$ cat src/rtl/counter_pkg.sv
// Shared types and defaults for the multi-channel modulo counter bank.
// Channel mode selects what happens when a count step hits a boundary.
package counter_pkg;

  typedef enum logic {
    CNT_WRAP = 1'b0,
    CNT_SAT  = 1'b1
  } cnt_mode_e;

  localparam int DEF_WIDTH = 8;
  localparam int DEF_NCH   = 4;

endpackage

$ cat src/rtl/counter_channel.sv
// One modulo counter channel: up/down count with clear, clamped load,
// programmable limit, wrap/saturate boundary handling, tc pulse, sticky ovf.
module counter_channel
  import counter_pkg::*;
#(
  parameter int        WIDTH = DEF_WIDTH,
  parameter cnt_mode_e MODE  = CNT_WRAP
) (
  input  logic             clk,
  input  logic             rst,
  input  logic             clr,
  input  logic             load,
  input  logic [WIDTH-1:0] load_val,
  input  logic             en,
  input  logic             down,
  input  logic [WIDTH-1:0] limit,
  output logic [WIDTH-1:0] count,
  output logic             tc,
  output logic             ovf
);

  logic [WIDTH-1:0] count_reg;
  logic [WIDTH-1:0] count_next;
  logic             tc_reg;
  logic             tc_next;
  logic             ovf_reg;
  logic             ovf_next;
  logic             up_boundary;
  logic             down_boundary;
  logic [WIDTH-1:0] load_clamped;

  // >= rather than == so a count left above a lowered limit still terminates.
  assign up_boundary   = (count_reg >= limit);
  assign down_boundary = (count_reg == '0);
  assign load_clamped  = (load_val > limit) ? limit : load_val;

  always_comb begin
    count_next = count_reg;
    tc_next    = 1'b0;
    ovf_next   = ovf_reg;
    if (clr) begin
      count_next = '0;
      ovf_next   = 1'b0;
    end else if (load) begin
      count_next = load_clamped;
    end else if (en) begin
      if (!down) begin
        if (up_boundary) begin
          count_next = (MODE == CNT_SAT) ? limit : '0;
          tc_next    = 1'b1;
          ovf_next   = 1'b1;
        end else begin
          count_next = count_reg + WIDTH'(1);
        end
      end else begin
        if (down_boundary) begin
          count_next = (MODE == CNT_SAT) ? '0 : limit;
          tc_next    = 1'b1;
          ovf_next   = 1'b1;
        end else begin
          count_next = count_reg - WIDTH'(1);
        end
      end
    end
  end

  always_ff @(posedge clk) begin
    if (rst) begin
      count_reg <= '0;
      tc_reg    <= 1'b0;
      ovf_reg   <= 1'b0;
    end else begin
      count_reg <= count_next;
      tc_reg    <= tc_next;
      ovf_reg   <= ovf_next;
    end
  end

  assign count = count_reg;
  assign tc    = tc_reg;
  assign ovf   = ovf_reg;

endmodule

$ cat src/rtl/multi_mod_counter.sv
// Bank of NCH independent modulo counters; each channel's mode comes from
// the matching SAT_MASK bit, and packed ports are sliced per channel.
module multi_mod_counter
  import counter_pkg::*;
#(
  parameter int             WIDTH    = DEF_WIDTH,
  parameter int             NCH      = DEF_NCH,
  parameter logic [NCH-1:0] SAT_MASK = '0
) (
  input  logic                 clk,
  input  logic                 rst,
  input  logic [NCH-1:0]       clr,
  input  logic [NCH-1:0]       load,
  input  logic [NCH*WIDTH-1:0] load_val,
  input  logic [NCH-1:0]       en,
  input  logic [NCH-1:0]       down,
  input  logic [NCH*WIDTH-1:0] limit,
  output logic [NCH*WIDTH-1:0] count,
  output logic [NCH-1:0]       tc,
  output logic [NCH-1:0]       ovf
);

  generate
    for (genvar gi = 0; gi < NCH; gi++) begin : g_ch
      localparam cnt_mode_e MODE = cnt_mode_e'(SAT_MASK[gi]);

      counter_channel #(
        .WIDTH (WIDTH),
        .MODE  (MODE)
      ) u_channel (
        .clk      (clk),
        .rst      (rst),
        .clr      (clr[gi]),
        .load     (load[gi]),
        .load_val (load_val[gi*WIDTH +: WIDTH]),
        .en       (en[gi]),
        .down     (down[gi]),
        .limit    (limit[gi*WIDTH +: WIDTH]),
        .count    (count[gi*WIDTH +: WIDTH]),
        .tc       (tc[gi]),
        .ovf      (ovf[gi])
      );
    end
  endgenerate

endmodule

$ cat config.mk
export PLATFORM = sky130hd
export DESIGN_NAME = multi_mod_counter
export DESIGN_NICKNAME = d
export VERILOG_FILES = /design/src/rtl/counter_pkg.sv /design/src/rtl/counter_channel.sv /design/src/rtl/multi_mod_counter.sv
export SDC_FILE = /design/constraint.sdc
export NUM_CORES = 1
export LEC_CHECK = 0
export ABC_AREA = 1
export CORE_MARGIN = 2
export CORE_UTILIZATION = 45
export CTS_BUF_LIST = sky130_fd_sc_hd__clkbuf_8
export DETAILED_ROUTE_END_ITERATION = 6
export GPL_ROUTABILITY_DRIVEN = 1
export PLACE_DENSITY_LB_ADDON = 0.12
export SETUP_SLACK_MARGIN = 0.05
export SLEW_MARGIN = 40
export SYNTH_ARGS = -nofsm -noshare
export SYNTH_HDL_FRONTEND = slang
export SYNTH_HIERARCHICAL = 1
export SYNTH_SLANG_ARGS = --single-unit
$ cat constraint.sdc
create_clock -name clk -period 2.9 [get_ports clk]
set_input_delay 0.58 -clock clk [delete_from_list [all_inputs] [get_ports clk]]
set_output_delay 0.58 -clock clk [all_outputs]
set_load 0.02 [all_outputs]
# == After elaboration in Yosys (flattened, before gate mapping) ==
# Index checks and enable logic that the tools add are counted.
# op_classes
n_mul,0
eq_ne,4
n_bitwise,8
n_addsub,8
n_mux,48
n_shift,0
div_mod_pow,0
n_lt_le_gt_ge,8
n_reduce_logical,24
# op_table
cell,count
$mux W8,24
$add A8 B1 Y8 const B,4
$ge A8 B8 Y1,4
$gt A8 B8 Y1,4
$logic_not A8 Y1,4
$sub A8 B1 Y8 const B,4
$mux W1,24
$reduce_and A4 Y1,4
$reduce_bool A2 Y1,8
$reduce_or A4 Y1,4
$ne A2 B1 Y1 const B,4
$not A1 Y1,8
$reduce_or A2 Y1,4
# totals
out_inout_bits,40
elab_cells,112
latchBits,0
reg_bits,40
input_bits,82
n_memories,0
mem_bits_rw,0
mem_bits_ro,0

# == Logic depth before layout (Yosys ltp) ==
# logic_depth
word_depth,5
mapped_depth,15
ltp_nobuf,15

# == Cells and area by module ==
# The synthesis kept the hierarchy.
# modules_own_cells
module,n_inst,area_each_um2,seq_area_each_um2,cells_per_inst
counter_channel,4,1477.7,200.2,251

# == Least setup slack after synthesis ==
# Ideal clock, no wire load.
# synth_timing
kind,in2reg
start,input limit[7]
end,register g_ch[0].u_channel.count_reg[1]
slack_ps,1054
arrival_ps,1737
n_path_buf,0
setup_time_ps,109
stages,11
required_ps,2791
path_cell_list,inv_1 > ha_1 > nand2_1 > nor2_1 > nand4_2 > nand2_2 > nand2_1 > nand3_1 > nand3_1 > nand2_1 > inv_1
# synth_between
elab_chain_cells,5
word_cells_on_any_way,7
classes_between,order compare (2); mux (5)
# synth_rtl
item,line_no,rtl
"start, declared",multi_mod_counter.sv:17,"input logic [NCH*WIDTH-1:0] limit,"
$ge A8 B8 Y1,counter_channel.sv:33,assign up_boundary = (count_reg >= limit);
$mux W8,counter_channel.sv:48,if (up_boundary) begin
$mux W8,counter_channel.sv:47,if (!down) begin
$mux W8,counter_channel.sv:46,end else if (en) begin
$mux W8 *,counter_channel.sv:44,end else if (load) begin
"end signal, assigned",counter_channel.sv:73,count_reg <= count_next;
"end, declared",counter_channel.sv:22,logic [WIDTH-1:0] count_reg;
# Every way passes the cells marked *; elsewhere a longest branch is shown, timed or not. The select of a mux whose other input is x is not followed.
# A chain may end at the register's enable or synchronous reset.

# == Worst setup path in the final report ==
# layout_timing
start,input limit[13]
end,register g_ch[1].u_channel.count_reg[7]
# layout_between
elab_chain_cells,5
word_cells_on_any_way,7
classes_between,order compare (2); mux (5)
# layout_rtl
item,line_no
$ge A8 B8 Y1,counter_channel.sv:33
$mux W8,counter_channel.sv:48
$mux W8,counter_channel.sv:47
$mux W8,counter_channel.sv:46
$mux W8 *,counter_channel.sv:44
"end signal, assigned",counter_channel.sv:73
"end, declared",counter_channel.sv:22
# Marked as above.

==> results.md <==
- Synth Register Bits: 40
- Final max-slew violation count: 0
- Top cell type's share of synthesized area: 16.1%
- Yosys warning total: 6
- Final min period: 2.35 ns
- Cts hold-fix bufs: 0
- R2r setup slk: 0.90 ns
- PortBufs: 121
- Number of flip-flops in the largest register: 32
- Area Overhead vs Synth: 24.5%
- Lkg Pwr: 3.73 nW
- Peak fanout along the critical path: 9
- H-Tree Level Count: 2
- Leading cell type by number of instances after synthesis: nand2_1
- Cell Rows: 41
- Vias in the first global route: 6162
- Hold Vio Cnt, Final: 0
- Peak VDD IR: 0.151 mV
- Final setup fails: 0
- CTS clk-pin slew, worst paths: 0.08 ns
- Clk Latency, worst-skew pair: 0.31 ns
- Clock Tree Buf Depth: 2
- Vias: 6703
- Final net count: 1283
- Clock power share: 18.9%
- CTS tree: built
- Maxcap violations: 0
- I/O pins: 122
- Fmax: 426 MHz
- Crit path DAT: 2.55 ns
- Synth top area cells: ha_1 (16%), nand2_1 (15%), nand3_1 (14%)
- Remaining global-route overflow: 0
- Worst Setup End Kind: register
- Cells on Worst Hold Path: 2
- Area after DPL: 0.00727 mm^2
- PD cells: 296 mW/mm^2
- Die extent in x: 119 um
- Layout cell share with drive strength beyond 1: 5.60%
- FF+latch area: 801 um^2
- Synth area leader: ha_1
- Least-Margin Pin Slew: 0.524 ns
- Switch Pwr: 0.000954 W
- Average size of a mapped cell: 5.89 um^2
- RSZ-0062 raised after global routing: no
- Sequential power share: 29.5%
- Synthesized Nets: 1162
- First-pass GRT wire length: 28900 um
- Post-DP HPWL: 14000 um
- Die area: 0.0141 mm^2
- Skew final: 0.00558 ns
- Crit Path Class: in -> reg
- Internal power: 0.00123 W
- Combinational Power Share: 51.6%
- RR Startpoint: g_ch[1].u_channel/count[2]
- Most used DFF post-synth: dfxtp_1
- Most frequent cells after synthesis: nand2_1 (236), nand3_1 (168), inv_1 (160)
- Num CTS Buffers: 5
- Aggregate negative setup slack: 0 ns
- Sequential share of the synthesized area: 13.5%
- Ys async rst share: 0%
- Final period utilization: 80.9%
- Synthesized area: 0.00591 mm^2
- Library cells used by synthesis: 24
- Initial drt markers: 654
- Starting Density: 46.5%
- Data required time at the worst endpoint: 3.11 ns
- Worst Reg-to-Reg Cells: 12
- Wire per inst: 13.2 um
- Antenna-violating nets left: 0
- Footprint of the multi-input gates: 0.00440 mm^2
- Sw frac: 43.8%
- Post-cts sizing count: 0
- CTS Sinks: 40
- Hold WC Path Type: reg -> reg
- Drt drc: 0
- Fillers: 1375
- Total track usage: 24.3%
- Slew margin rel.: 64.8%
- Hold EP: g_ch[1].u_channel/ovf
- Antenna violations before repair: 0
- R2r endpoint: g_ch[1].u_channel/count[0]
- Core area: 0.0127 mm^2
- N_diodes: 0
- Post-CTS Setup Bufs: 0
- Outcome: finished, final reports clean
- Routed Wire Length: 17200 um
- Largest net degree at the start of global routing: 12
- Worst Hold Launch: g_ch[1].u_channel/ovf
- Final Core Density: 57.8%
- CP Launch Type: primary input
- Post-Syn Instances: 1004
- DIE HEIGHT: 119 um
- Post-synth EDFFs: 0
- Vias/cell: 5.16
- Placer Congestion: 0.912
- Post-route cell area: 0.00736 mm^2
- DR pass1 iterations: 7
- Root buf cell: clkbuf_8
-- placed cells by master (no fill, tap or decap), types with 5 or more instances in the layout --
cell and n:
xor2_1 8, nor2_4 12, o21ai_1 24, a21oi_1 44, nand2_2 16, clkdlybuf4s50_1 121
ha_1 76, nand3_1 168, inv_1 162, dfxtp_1 40, o21ai_0 52, clkbuf_8 6
nand2_1 236, buf_4 5, nor2_1 116
-- worst max path at each step --
| stage | startpoint | to |
|---|---|---|
| floorplan | limit[7] | g_ch[0].u_channel/count[1] |
| global placement | limit[13] | g_ch[1].u_channel/count[7] |
| detailed placement | limit[13] | g_ch[1].u_channel/count[7] |
| CTS | limit[13] | g_ch[1].u_channel/count[7] |
| global route | limit[13] | g_ch[1].u_channel/count[6] |
| finish | limit[13] | g_ch[1].u_channel/count[7] |
-- power groups by stage --
stage	clock [W]	combinational [W]	sequential, W
2_1_floorplan	0	0.000734	0.000669
3_3_place_gp	0	0.00111	0.000656
3_5_place_dp	0	0.00112	0.000656
4_1_cts	0.000420	0.00112	0.000643
5_1_grt	0.000436	0.00127	0.000649
6_report	0.000411	0.00112	0.000644
-- cells by family after synthesis --
group	synth area share [%]
and+or+nand+nor	45.4
DFF	13.5
adders and majority gates	16.1
buffers and inverters	11.9
AOI/OAI and AO/OA	11.3
xor gates and xnor gates	1.78
-- cell type report --
type                            instances  area share [%]
Tap cell                              172            2.92
Sequential cell                        40            10.9
Clock inverter                          2           0.102
Inverter                              160            8.16
Timing Repair Buffer                  126            17.0
Multi-Input combinational cell        792            59.8
Clock buffer                            6            1.12
-- metrics by stage --
| stage | total power (W) | worst slack (ns) | hold slack, ns | std cells |
|---|---|---|---|---|
| 6_report | 0.00218 | 0.555 | 0.463 | 1298 |
| 5_1_grt | 0.00236 | 0.355 | 0.518 | 1298 |
| 4_1_cts | 0.00218 | 0.562 | 0.466 | 1298 |
| 3_5_place_dp | 0.00177 | 0.241 | 0.446 | 1290 |
| 3_3_place_gp | 0.00176 | 0.237 | 0.452 | 1290 |
| 2_1_floorplan | 0.00140 | 1.05 | 0.544 | 1004 |
-- layer usage --
layer  GRT usage (%)  up-vias  share of wire (%)  routed length [um]
met1            33.1     2945                 46                7960
met4            6.25        0                1.8                 313
met2            40.6      225                 47                8010
met5               0        -                  0                   0
li1                -     3502                  -                   -
met3            2.56       31                5.3                 915
-- critical path, stage by stage --
cell and delay, ns:
clkdlybuf4s50_1 0.50, inv_1 0.09, ha_1 0.30, nand2_1 0.06, nor2_1 0.18, nand4_2 0.27, nand2_2 0.25, nand2_1 0.07
nand3_1 0.07, nand3_1 0.08, nand2_1 0.06, inv_1 0.04
Note: power is estimated with default switching activity, not from simulation.
